## src/rtl/fetch_stage.sv

```systemverilog
// fetch_stage: IF stage of the pipelined core. Holds the fetch PC, drives the
// combinational instruction ROM address and captures the returned word into the
// IF/ID pipeline register.
// Optional feature macro: FETCH_MISALIGN_TRAP_EN. When defined, a redirect to a
// target with bits [1:0] != 0 raises a sticky misalign_trap and halts fetch.
// When undefined, redirect targets are word-aligned by clearing bits [1:0].
module fetch_stage #(
  parameter logic [31:0] RESET_VECTOR = 32'hBFC00000,
  parameter logic [31:0] NOP_INSTR    = 32'h00000013
) (
  input  logic        clk,
  input  logic        rst,
  input  logic        stall_f,
  input  logic        stall_d,
  input  logic        flush_d,
  input  logic        redirect_valid,
  input  logic [31:0] redirect_target,
  output logic [31:0] imem_addr,
  input  logic [31:0] imem_rdata,
  output logic [31:0] pc_f,
  output logic [31:0] instr_d,
  output logic [31:0] pc_d,
  output logic [31:0] pc_plus4_d,
  output logic        valid_d,
  output logic [31:0] fetch_count,
  output logic        misalign_trap
);

  typedef enum logic [1:0] {
    BOOT = 2'd0,
    RUN  = 2'd1,
    HALT = 2'd2
  } state_e;

  state_e      state_q, state_d;
  logic [31:0] fetchPc_q, fetchPc_d;
  logic [31:0] idInstr_q, idInstr_d;
  logic [31:0] idPc_q, idPc_d;
  logic [31:0] idPcPlus4_q, idPcPlus4_d;
  logic        idValid_q, idValid_d;
  logic [31:0] fetchCount_q, fetchCount_d;
  logic        trap_q, trap_d;

  logic        badRedirect;
  logic [31:0] redirectPc;
  logic [31:0] seqPc;

  // Redirect targets are always loaded word-aligned; sequential PC wraps mod 2^32.
  assign redirectPc = redirect_target & 32'hFFFF_FFFC;
  assign seqPc      = fetchPc_q + 32'd4;

`ifdef FETCH_MISALIGN_TRAP_EN
  assign badRedirect = redirect_valid && (redirect_target[1:0] != 2'b00);
`else
  assign badRedirect = 1'b0;
`endif

  // Next-state logic: FSM transitions, next PC and next IF/ID contents.
  always_comb begin
    state_d      = state_q;
    fetchPc_d    = fetchPc_q;
    idInstr_d    = idInstr_q;
    idPc_d       = idPc_q;
    idPcPlus4_d  = idPcPlus4_q;
    idValid_d    = idValid_q;
    fetchCount_d = fetchCount_q;
    trap_d       = trap_q;

    case (state_q)
      BOOT: begin
        state_d   = RUN;
        idInstr_d = NOP_INSTR;
        idValid_d = 1'b0;
      end

      RUN: begin
        if (badRedirect) begin
          state_d   = HALT;
          trap_d    = 1'b1;
          idInstr_d = NOP_INSTR;
          idValid_d = 1'b0;
        end else begin
          if (redirect_valid) begin
            fetchPc_d = redirectPc;
          end else if (!stall_f) begin
            fetchPc_d = seqPc;
          end

          if (flush_d || redirect_valid) begin
            idInstr_d = NOP_INSTR;
            idValid_d = 1'b0;
          end else if (!stall_d) begin
            idInstr_d    = imem_rdata;
            idPc_d       = fetchPc_q;
            idPcPlus4_d  = seqPc;
            idValid_d    = 1'b1;
            fetchCount_d = fetchCount_q + 32'd1;
          end
        end
      end

      HALT: begin
        idInstr_d = NOP_INSTR;
        idValid_d = 1'b0;
      end

      default: begin
        state_d = BOOT;
      end
    endcase
  end

  // State register with asynchronous reset back to the boot state.
  always_ff @(posedge clk or posedge rst) begin
    if (rst) begin
      state_q      <= BOOT;
      fetchPc_q    <= RESET_VECTOR;
      idInstr_q    <= NOP_INSTR;
      idPc_q       <= 32'd0;
      idPcPlus4_q  <= 32'd0;
      idValid_q    <= 1'b0;
      fetchCount_q <= 32'd0;
      trap_q       <= 1'b0;
    end else begin
      state_q      <= state_d;
      fetchPc_q    <= fetchPc_d;
      idInstr_q    <= idInstr_d;
      idPc_q       <= idPc_d;
      idPcPlus4_q  <= idPcPlus4_d;
      idValid_q    <= idValid_d;
      fetchCount_q <= fetchCount_d;
      trap_q       <= trap_d;
    end
  end

  assign imem_addr     = fetchPc_q;
  assign pc_f          = fetchPc_q;
  assign instr_d       = idInstr_q;
  assign pc_d          = idPc_q;
  assign pc_plus4_d    = idPcPlus4_q;
  assign valid_d       = idValid_q;
  assign fetch_count   = fetchCount_q;
  assign misalign_trap = trap_q;

endmodule

```

## config.mk

```make
export PLATFORM = sky130hd
export DESIGN_NAME = fetch_stage
export DESIGN_NICKNAME = d
export VERILOG_FILES = /design/src/rtl/fetch_stage.sv
export SDC_FILE = /design/constraint.sdc
export NUM_CORES = 1
export LEC_CHECK = 0
export CORE_AREA = 2 2 149 151
export DETAILED_ROUTE_END_ITERATION = 12
export DIE_AREA = 0 0 151 153
export PLACE_DENSITY = 0.7
export SYNTH_ARGS = -nofsm -noshare
export SYNTH_HDL_FRONTEND = slang
export SYNTH_SLANG_ARGS = --single-unit
```

## constraint.sdc

```tcl
create_clock -name clk -period 8.55 [get_ports clk]
set_input_delay 2.565 -clock clk [delete_from_list [all_inputs] [get_ports clk]]
set_output_delay 2.565 -clock clk [all_outputs]
set_load 0.02 [all_outputs]
```

* After elaboration in Yosys (flattened, before gate mapping)
Cells that the tools add are included.
** Word-level totals
- Register bits after elaboration :: 163
- Latch bits :: 0
- RAM bits :: 0
- Bits in read-only memories :: 0
- Bits of input ports :: 70
- Output and inout port bits :: 194
- Word-level logic and storage cells :: 32
- Memories kept :: 0
** Cells by class
- Add/sub/neg operators :: 2
- $mul :: 0
- Div/mod/pow operators :: 0
- Order comparisons :: 0
- Equal/unequal tests :: 4
- Shifts and indexed selects :: 0
- Mux-type cells :: 9
- Bitwise logic cells :: 2
- Reductions and logical operators :: 8
** Operators with widths (count)
- $mux W32 :: 4
- $pmux W32 S2 :: 1
- $add A32 B1 Y32 const B :: 1
- $add A32 B3 Y32 const B :: 1
- $pmux W2 S2 :: 1
- $reduce_and A2 Y1 :: 2
- $reduce_or A2 Y1 :: 2
- $ne A3 B3 Y1 const B :: 1
- $reduce_and A3 Y1 :: 1
- $eq A2 B1 Y1 const B :: 1
- $eq A2 B2 Y1 const B :: 1
- $logic_not A2 Y1 :: 1
- $mux W1 :: 2
- $ne A2 B1 Y1 const B :: 1
- $not A1 Y1 :: 2
- $pmux W1 S2 :: 1
- $reduce_bool A2 Y1 :: 1
- $logic_or A1 B1 Y1 :: 1

* Longest topological paths before layout
- Depth after elaboration :: 4
- Gate-level depth with buffers :: 9

* Least setup slack after synthesis
No wires, ideal clock.
- Kind :: input to register
- From :: input port redirect_valid
- To :: register fetchCount_q[25] (netlist: fetch_count[25])
- Arrival time :: 3.982 ns
- Data required time :: 8.421 ns
- Slack :: 4.439 ns
- Cell stages on the path :: 7
- Buffers on the path :: 2
- Cell sequence :: buf_2 nor4b_1 buf_2 nand3_1 nor4_4 nand4_1 xnor2_1
** On the way
- Word-level cells in the longest chain between the ends :: 3
** RTL lines
- start, declared :: RTL line 16 : input logic redirect_valid,
- $logic_or A1 B1 Y1 :: RTL line 89 : if (flush_d || redirect_valid) begin
- $not A1 Y1 (no line)
- $reduce_and A3 Y1 (no line)
- end signal, assigned :: RTL line 131 : fetchCount_q <= fetchCount_d;
- end, declared :: RTL line 41 : logic [31:0] fetchCount_q, fetchCount_d;
Every way passes these cells.
A chain may end at the register's enable or synchronous reset.

* Worst setup path after layout
- From :: input port redirect_valid
- To :: register fetchCount_q[3] (netlist: fetch_count[3])
The elaborated chain is that of the path after synthesis.

==> results.sh <==
export IMPL_cts_resized=0
export IMPL_clkSinkCount=156
export IMPL_async_flop_share_pct=100
export IMPL_r2r_end="fetch_count[3]"
export IMPL_drt_wl_total_um=21300
export IMPL_finalNonFillerCells=1242
export IMPL_drt_pass1_iter_count=5
export IMPL_hold_class="reg -> reg"
export IMPL_io_buffers=252
export IMPL_seq_power_share_pct=40.1
export IMPL_drc=0
export IMPL_worst_slack_ns=3.85
export IMPL_finalHoldViolCount=0
export IMPL_hold_depth=2
export IMPL_drtIter0Drc=355
export IMPL_grt_pass1_vias=6133
export IMPL_ant_nets=0
export IMPL_clk_latency_ns=0.42
export IMPL_maxCapViolations=0
export IMPL_core_area_mm2=0.0215
export IMPL_cts_tree="yes"
export IMPL_vias_per_cell=5.02
export IMPL_vias=6230
export IMPL_syn_to_final_growth_pct=41.1
export IMPL_syn_cell_area_mm2=0.00743
export IMPL_grt_max_degree=95
export IMPL_fin_hold_ws_ns=0.471
export IMPL_synth_ff_type="dfrtp_1"
export IMPL_min_to="pc_d[24]"
export IMPL_power_leakage_nw=4.42
export IMPL_clockBufferDepth=2
export IMPL_placed_cells_incl_taps=1210
export IMPL_fin_area_mm2=0.0105
export IMPL_chipHeight_um=153
export IMPL_avgSynthCellArea_um2=9.84
export IMPL_timing_rr_start="state_q[0]"
export IMPL_cp_data_required_time_ns=8.85
export IMPL_hp_start="pc_d[24]"
export IMPL_clkPwrFrac_pct=33.1
export IMPL_io_pins=264
export IMPL_status="finished, final reports clean"
export IMPL_synth_cell_types=53
export IMPL_yosysSeqAreaShare_pct=52.8
export IMPL_power_density_mw_per_mm2=229
export IMPL_end_kind="register"
export IMPL_critPathArrivalTime_ns=5.00
export IMPL_numCtsBuffers=17
export IMPL_place_congestion=0.781
export IMPL_intPower_mw=1.62
export IMPL_globalRouteTotalUtil_pct=18.5
export IMPL_cts_clk_slew_worst_paths_ns=0.06
export IMPL_setup_viol=0
export IMPL_totalPowerFinal_mw=2.40
export IMPL_p_comb_share_pct=26.9
export IMPL_drive_gt1_share_pct=7.17
export IMPL_rows=54
export IMPL_syn_inst=755
export IMPL_critPathMaxFanout=65
export IMPL_grt_pass1_wl_um=33500
export IMPL_postLayoutCoreUtil_pct=48.8
export IMPL_wl_per_cell_um=17.1
export IMPL_antenna_cells=0
export IMPL_switching_share_pct=32.4
export IMPL_setup_tns_ns=0
export IMPL_rrSetupSlack_ns=5.83
export IMPL_placed_area_mm2=0.00987
export IMPL_dpl_hpwl_um=14700
export IMPL_die_w_um=151
export IMPL_final_nets=1021
export IMPL_synth_seq_cells=156
export IMPL_synth_edf_count=0
export IMPL_overflow=0
export IMPL_slew_headroom_pct=24.4
export IMPL_worst_pin_slew_ns=1.13
export IMPL_postCtsSetupRepairBufs=0
export IMPL_max_freq_ghz=0.213
export IMPL_start_util_pct=34.6
export IMPL_period_needed_ns=4.70
export IMPL_ir_drop_uv=155
export IMPL_yosys_warnings=0
export IMPL_dp_slack_ns=3.34
export IMPL_die_area_mm2=0.0231
export IMPL_skew_ns=0.00857
export IMPL_htreeDepth=4
export IMPL_final_fill_count=2042
export IMPL_worst_setup_path_type="in -> reg"
export IMPL_power_switching_mw=0.776
export IMPL_worstSetupStartpointType="input pin"
export IMPL_cts_root_buf="clkbuf_16"
export IMPL_rsz0062_at_grt="no"
export IMPL_antenna_found_initial=0
export IMPL_hold_buffers=0
export IMPL_maxSlewViolCount=0
export IMPL_min_period_over_period_pct=55.0
export IMPL_reg2reg_depth=5
## registers in the layout (all words and copies together) (netlist names)
name and cells:
fetch_count 32, imem_addr 30, instr_d 32, pc_d 30, pc_plus4_d 30, state_q 1
valid_d 1
## power by group through the flow
stage          sequential, mW  combinational [mW]  clock (mW)
6_report                0.961               0.644       0.793
5_1_grt                 0.980               0.693       0.846
4_1_cts                 0.962               0.652       0.812
3_5_place_dp            0.973               0.650           0
3_3_place_gp            0.969               0.645           0
2_1_floorplan            1.06               0.246           0
## cells in the mapped netlist (2+ instances only)
library cell,n,area share [%]
nor4_4,3,0.86
o22ai_1,8,0.67
and2_1,5,0.42
a2bb2oi_1,11,1.3
buf_2,10,0.67
ha_1,2,0.34
inv_1,7,0.35
o22a_1,6,0.71
o21ai_0,41,2.8
o2bb2ai_1,4,0.47
a22oi_1,3,0.30
buf_4,40,4.0
nor2_1,29,1.5
nand3_1,28,1.9
clkbuf_2,2,0.13
and3_1,17,1.4
nand4_1,16,1.3
nor4_2,2,0.34
xor2_1,15,1.8
o21ai_1,5,0.34
or4_4,2,0.30
conb_1,2,0.10
a31oi_1,5,0.42
dfrtp_1,144,49
or3_1,2,0.17
clkbuf_1,30,1.5
a21oi_1,27,1.8
nor4_1,6,0.51
buf_1,8,0.40
nand3_2,2,0.27
a22o_1,29,3.4
nor3_1,9,0.61
a211o_1,2,0.24
nor3b_1,3,0.30
xnor2_1,44,5.2
dfstp_2,12,4.2
nor3_2,2,0.27
and4_1,5,0.59
nand2_1,150,7.6
o21a_1,4,0.40
## final cells by class
class	count	area (µm²)	area share (%)
timing repair buffer	258	2560	24.4
clock inverter	14	183	1.74
inverter	8	35.0	0.334
clock buffer	18	429	4.09
tap	280	350	3.34
multi-input combinational	508	3010	28.7
sequential	156	3920	37.4
## how the worst max path moves through the flow
stage / startpoint / endpoint / slack [ns]
after floorplan: rst / fetch_count[0] / 1.80
after global placement: redirect_valid / fetch_count[3] / 3.34
after detailed placement: redirect_valid / fetch_count[3] / 3.34
after CTS: redirect_valid / fetch_count[3] / 3.78
after global routing: redirect_valid / imem_addr[26] / 3.65
final: redirect_valid / fetch_count[3] / 3.85
## cell families after synthesis
logic type | after synthesis | share of synthesized area, %
adder cells (fa/ha/maj) | 2 | 0.337
other | 2 | 0.101
buffers and inverters | 99 | 7.33
AND/OR/NAND/NOR | 285 | 18.8
multiplexers | 1 | 0.135
flip-flops | 156 | 52.8
AO/OA/AOI/OAI | 151 | 13.6
XOR/XNOR | 59 | 6.96
## layout by cell type (no fill, tap or decap), types with 15 or more instances in the layout
master	n
clkdlybuf4s50_1	251
nand2_1	150
dfrtp_1	144
xnor2_1	44
o21ai_0	41
nor2_1	29
a22o_1	29
nand3_1	28
a21oi_1	27
and3_1	17
clkbuf_16	17
nand4_1	16
xor2_1	15
## critical path: stages
cell and delay [ns]:
buf_2 0.10, buf_4 0.30, nor4b_2 0.70, buf_4 0.34
buf_4 0.60, nand4_1 0.19, xnor2_1 0.16
## routing by layer
| metal | track usage (%) | vias up | wire [µm] |
|---|---|---|---|
| li1 | - | 2944 | - |
| met1 | 23.9 | 3039 | 9220 |
| met3 | 5.91 | 24 | 1640 |
| met5 | 0 | - | 0 |
| met4 | 6.14 | 0 | 506 |
| met2 | 29.4 | 223 | 9900 |
No activity file was read; power rests on OpenSTA's default activity.
==> RTL edit: new RTL, same flow settings <==
Reset style: synchronous (`rst`), changed in one clocked block. Comments in the files are not updated.
--- a/src/rtl/fetch_stage.sv
+++ b/src/rtl/fetch_stage.sv
@@ -111,7 +111,7 @@
   end
 
   // State register with asynchronous reset back to the boot state.
-  always_ff @(posedge clk or posedge rst) begin
+  always_ff @(posedge clk) begin
     if (rst) begin
       state_q      <= BOOT;
       fetchPc_q    <= RESET_VECTOR;
Formal check against the unedited RTL: differs if rst is asserted again (counterexample within 4 cycles, from zero or initial values and one cycle with rst high); with rst held inactive, the same outputs for 4 cycles.
==> RTL edit against the unedited design <==
Synthesized cell count increased by 15%. Worst setup slack got worse by 0.45 ns. Largest cell class is now multi-input gates. Sequential cell count is the same. Area after synthesis fell by 3.0%. Routed wire length rose by 2.7%. Maximum frequency shrank 8.7%. Cell area is 2.8% lower.
Power is not compared: it rests on default switching activity, and its combinational part moved more than twofold at a synthesized area within 25%.
==> RTL edit: results (changes against the unedited design) <==
Status
  – Status: complete, no violations

Global route
  – Vias in the first global route: 6,414 (+4.6%)
  – Largest net degree at the start of global routing: 78 (-18%)
  – Initial antenna violation count: 0 (unchanged)
  – Global-route wire length before repair: 34.24 mm (+2.2%)
  – Tot GR Track Use: 0.1864 (+0.001328)

Pwr
  – Peak supply drop: 0.1265 mV

Yosys
  – Post-Synth XOR/XNOR Area: 0.06443 (-0.005132)
  – Synth async-reset ratio: 0 (-1.000)
  – Synth area leaders: dfxtp_1 (43%), nand2_1 (5.1%), a21oi_1 (4.9%)
  – Synth Area in Adders: 0.003473 (+0.0001047)
  – Commonest cells in the netlist: dfxtp_1 (156), nand2_1 (97), nor2_1 (94), a21oi_1 (71), clkbuf_1 (55)
  – Post-synthesis mux area share: 0.04898 (+0.04763)
  – Yosys cell types: 54 (+1.9%)
  – Register area share after synthesis: 0.4335 (-0.09406)
  – Top FF cell, synth: dfxtp_1
  – Synth warn: 0 (unchanged)
  – Compound-cell area share of the yosys netlist: 0.1462 (+0.01064)

Worst setup path
  – Flop2flop setup slack: 5.24 ns (-0.59 ns)
  – Worst Reg-to-Reg Cells: 6 (+1)
  – Worst setup startpoint: flush_d
  – CP arrival: 5.50 ns (+0.50 ns)
  – Slowest-stage cell, CP: nor4b_4
  – Max incr delay on CP: 0.53 ns (-0.17 ns)
  – Delay-heaviest family, CP: simple AND/OR/NAND/NOR gates
  – CP Max Fanout: 16 (-75%)
  – R2r endpoint: fetch_count[30]$_SDFFE_PP0P_
  – RR Startpoint: state_q[0]$_SDFFE_PP0N_

Cells and area
  – Post-layout net count: 1,117 (+9.4%)
  – Diode count: 0 (unchanged)
  – Share of post-route cells with drive strength above 1: 0.05009 (-0.02163)

Placement
  – PortBufs: 252 (unchanged)
  – Final HPWL DP: 15.03 mm (+2.1%)
  – Routability cong.: 0.8038 (+2.9%)
  – DP Area: 9600 sq um (-2.8%)

Clocking
  – CTS Root Cell: clkbuf_16
  – H-tree depth: 4 (unchanged)
  – Post-CTS sizing: 0 (unchanged)
  – CTS Buf Count: 17 (unchanged)
  – Clk buf depth: 2 (unchanged)

Timing
  – Least-Margin Pin Slew: 1.129 ns (-0.004675 ns)
  – Clk_skew: 0.01057 ns (+0.002003 ns)

Detailed routing
  – Drt wl/cell: 16.33 microns (-4.6%)
  – TritonRoute pass-1 iters: 4 (-1)
  – Via Count: 6,879 (+10%)
  – Initial drt markers: 360 (+1.4%)

Min path
  – Hold Path Origin: pc_d[30]$_SDFFE_PP0P_
  – Hold Crit Class: flip-flop to flip-flop
  – Hold endpoint: pc_d[30]$_SDFFE_PP0P_
-- RTL edit: cell types whose count changed in the layout (fill, tap and decap cells not counted), moves of 28 or more --
cell     delta
nor2_1     +65
nand2_1    -53
dfrtp_1   -144
a21oi_1    +44
a22o_1     -28
mux2i_1    +32
dfxtp_1   +156
-- RTL edit: worst register-to-register path: stages (launching register included) --
cell and delay, ns:
dfxtp_1 0.76, nor4b_4 0.56, buf_4 0.28, nand3_1 0.45, or3_1 0.53, or4_1 0.50
a21oi_1 0.15
-- RTL edit: worst max-delay path by stage --
stage,cells after the start,slack (ns),to
5_1_grt,7,3.17,fetch_count[30]$_SDFFE_PP0P_
3_5_place_dp,7,2.91,fetch_count[30]$_SDFFE_PP0P_
3_3_place_gp,7,2.94,fetch_count[30]$_SDFFE_PP0P_
6_report,7,3.40,fetch_count[30]$_SDFFE_PP0P_
4_1_cts,7,3.36,fetch_count[30]$_SDFFE_PP0P_
2_1_floorplan,5,4.37,fetch_count[31]$_SDFFE_PP0P_
-- RTL edit: per-stage QoR --
stage               hold slack, ns  worst slack, ns  total power, mW  instances    util
finish                      0.4526            3.402            1.736       1338  0.4742
global route                0.4690            3.169            1.804       1338  0.4742
CTS                         0.4551            3.360            1.757       1338  0.4742
detailed placement          0.4406            2.910           0.9866       1306  0.4468
global placement            0.4343            2.937           0.9847       1306  0.4468
floorplan                   0.5222            4.373           0.8970        875       -
-- RTL edit: cell type report --
type | count | area [sq um]
tap | 280 | 350.3
fill | 2080 | 11300
multi-input combinational | 599 | 3516
clock buffer | 17 | 425.4
sequential | 156 | 3123
timing repair buffer | 260 | 2570
inverter | 11 | 41.29
clock inverter | 15 | 162.7
-- RTL edit: cells by family after synthesis --
logic type      Yosys count
compound gates          175
flops                   156
mux                      35
simple gates            325
xor+xnor                 53
buf+inv                 120
other cells               1
fa+ha+maj                 2
-- RTL edit: power by group --
| part | switching (mW) | internal (mW) |
|---|---|---|
| clock network | 0.332 | 0.435 |
| logic | 0.103 | 0.0964 |
| registers | 0.0277 | 0.743 |
| total | 0.462 | 1.27 |
-- RTL edit: routing by layer --
| layer | global-route usage | wire, microns | up-vias |
|---|---|---|---|
| li1 | - | - | 3336 |
| met1 | 0.2340 | 9139 | 3222 |
| met2 | 0.3017 | 10130 | 284 |
| met3 | 0.05672 | 2073 | 37 |
| met4 | 0.06631 | 511 | 0 |
| met5 | 0 | 0 | - |
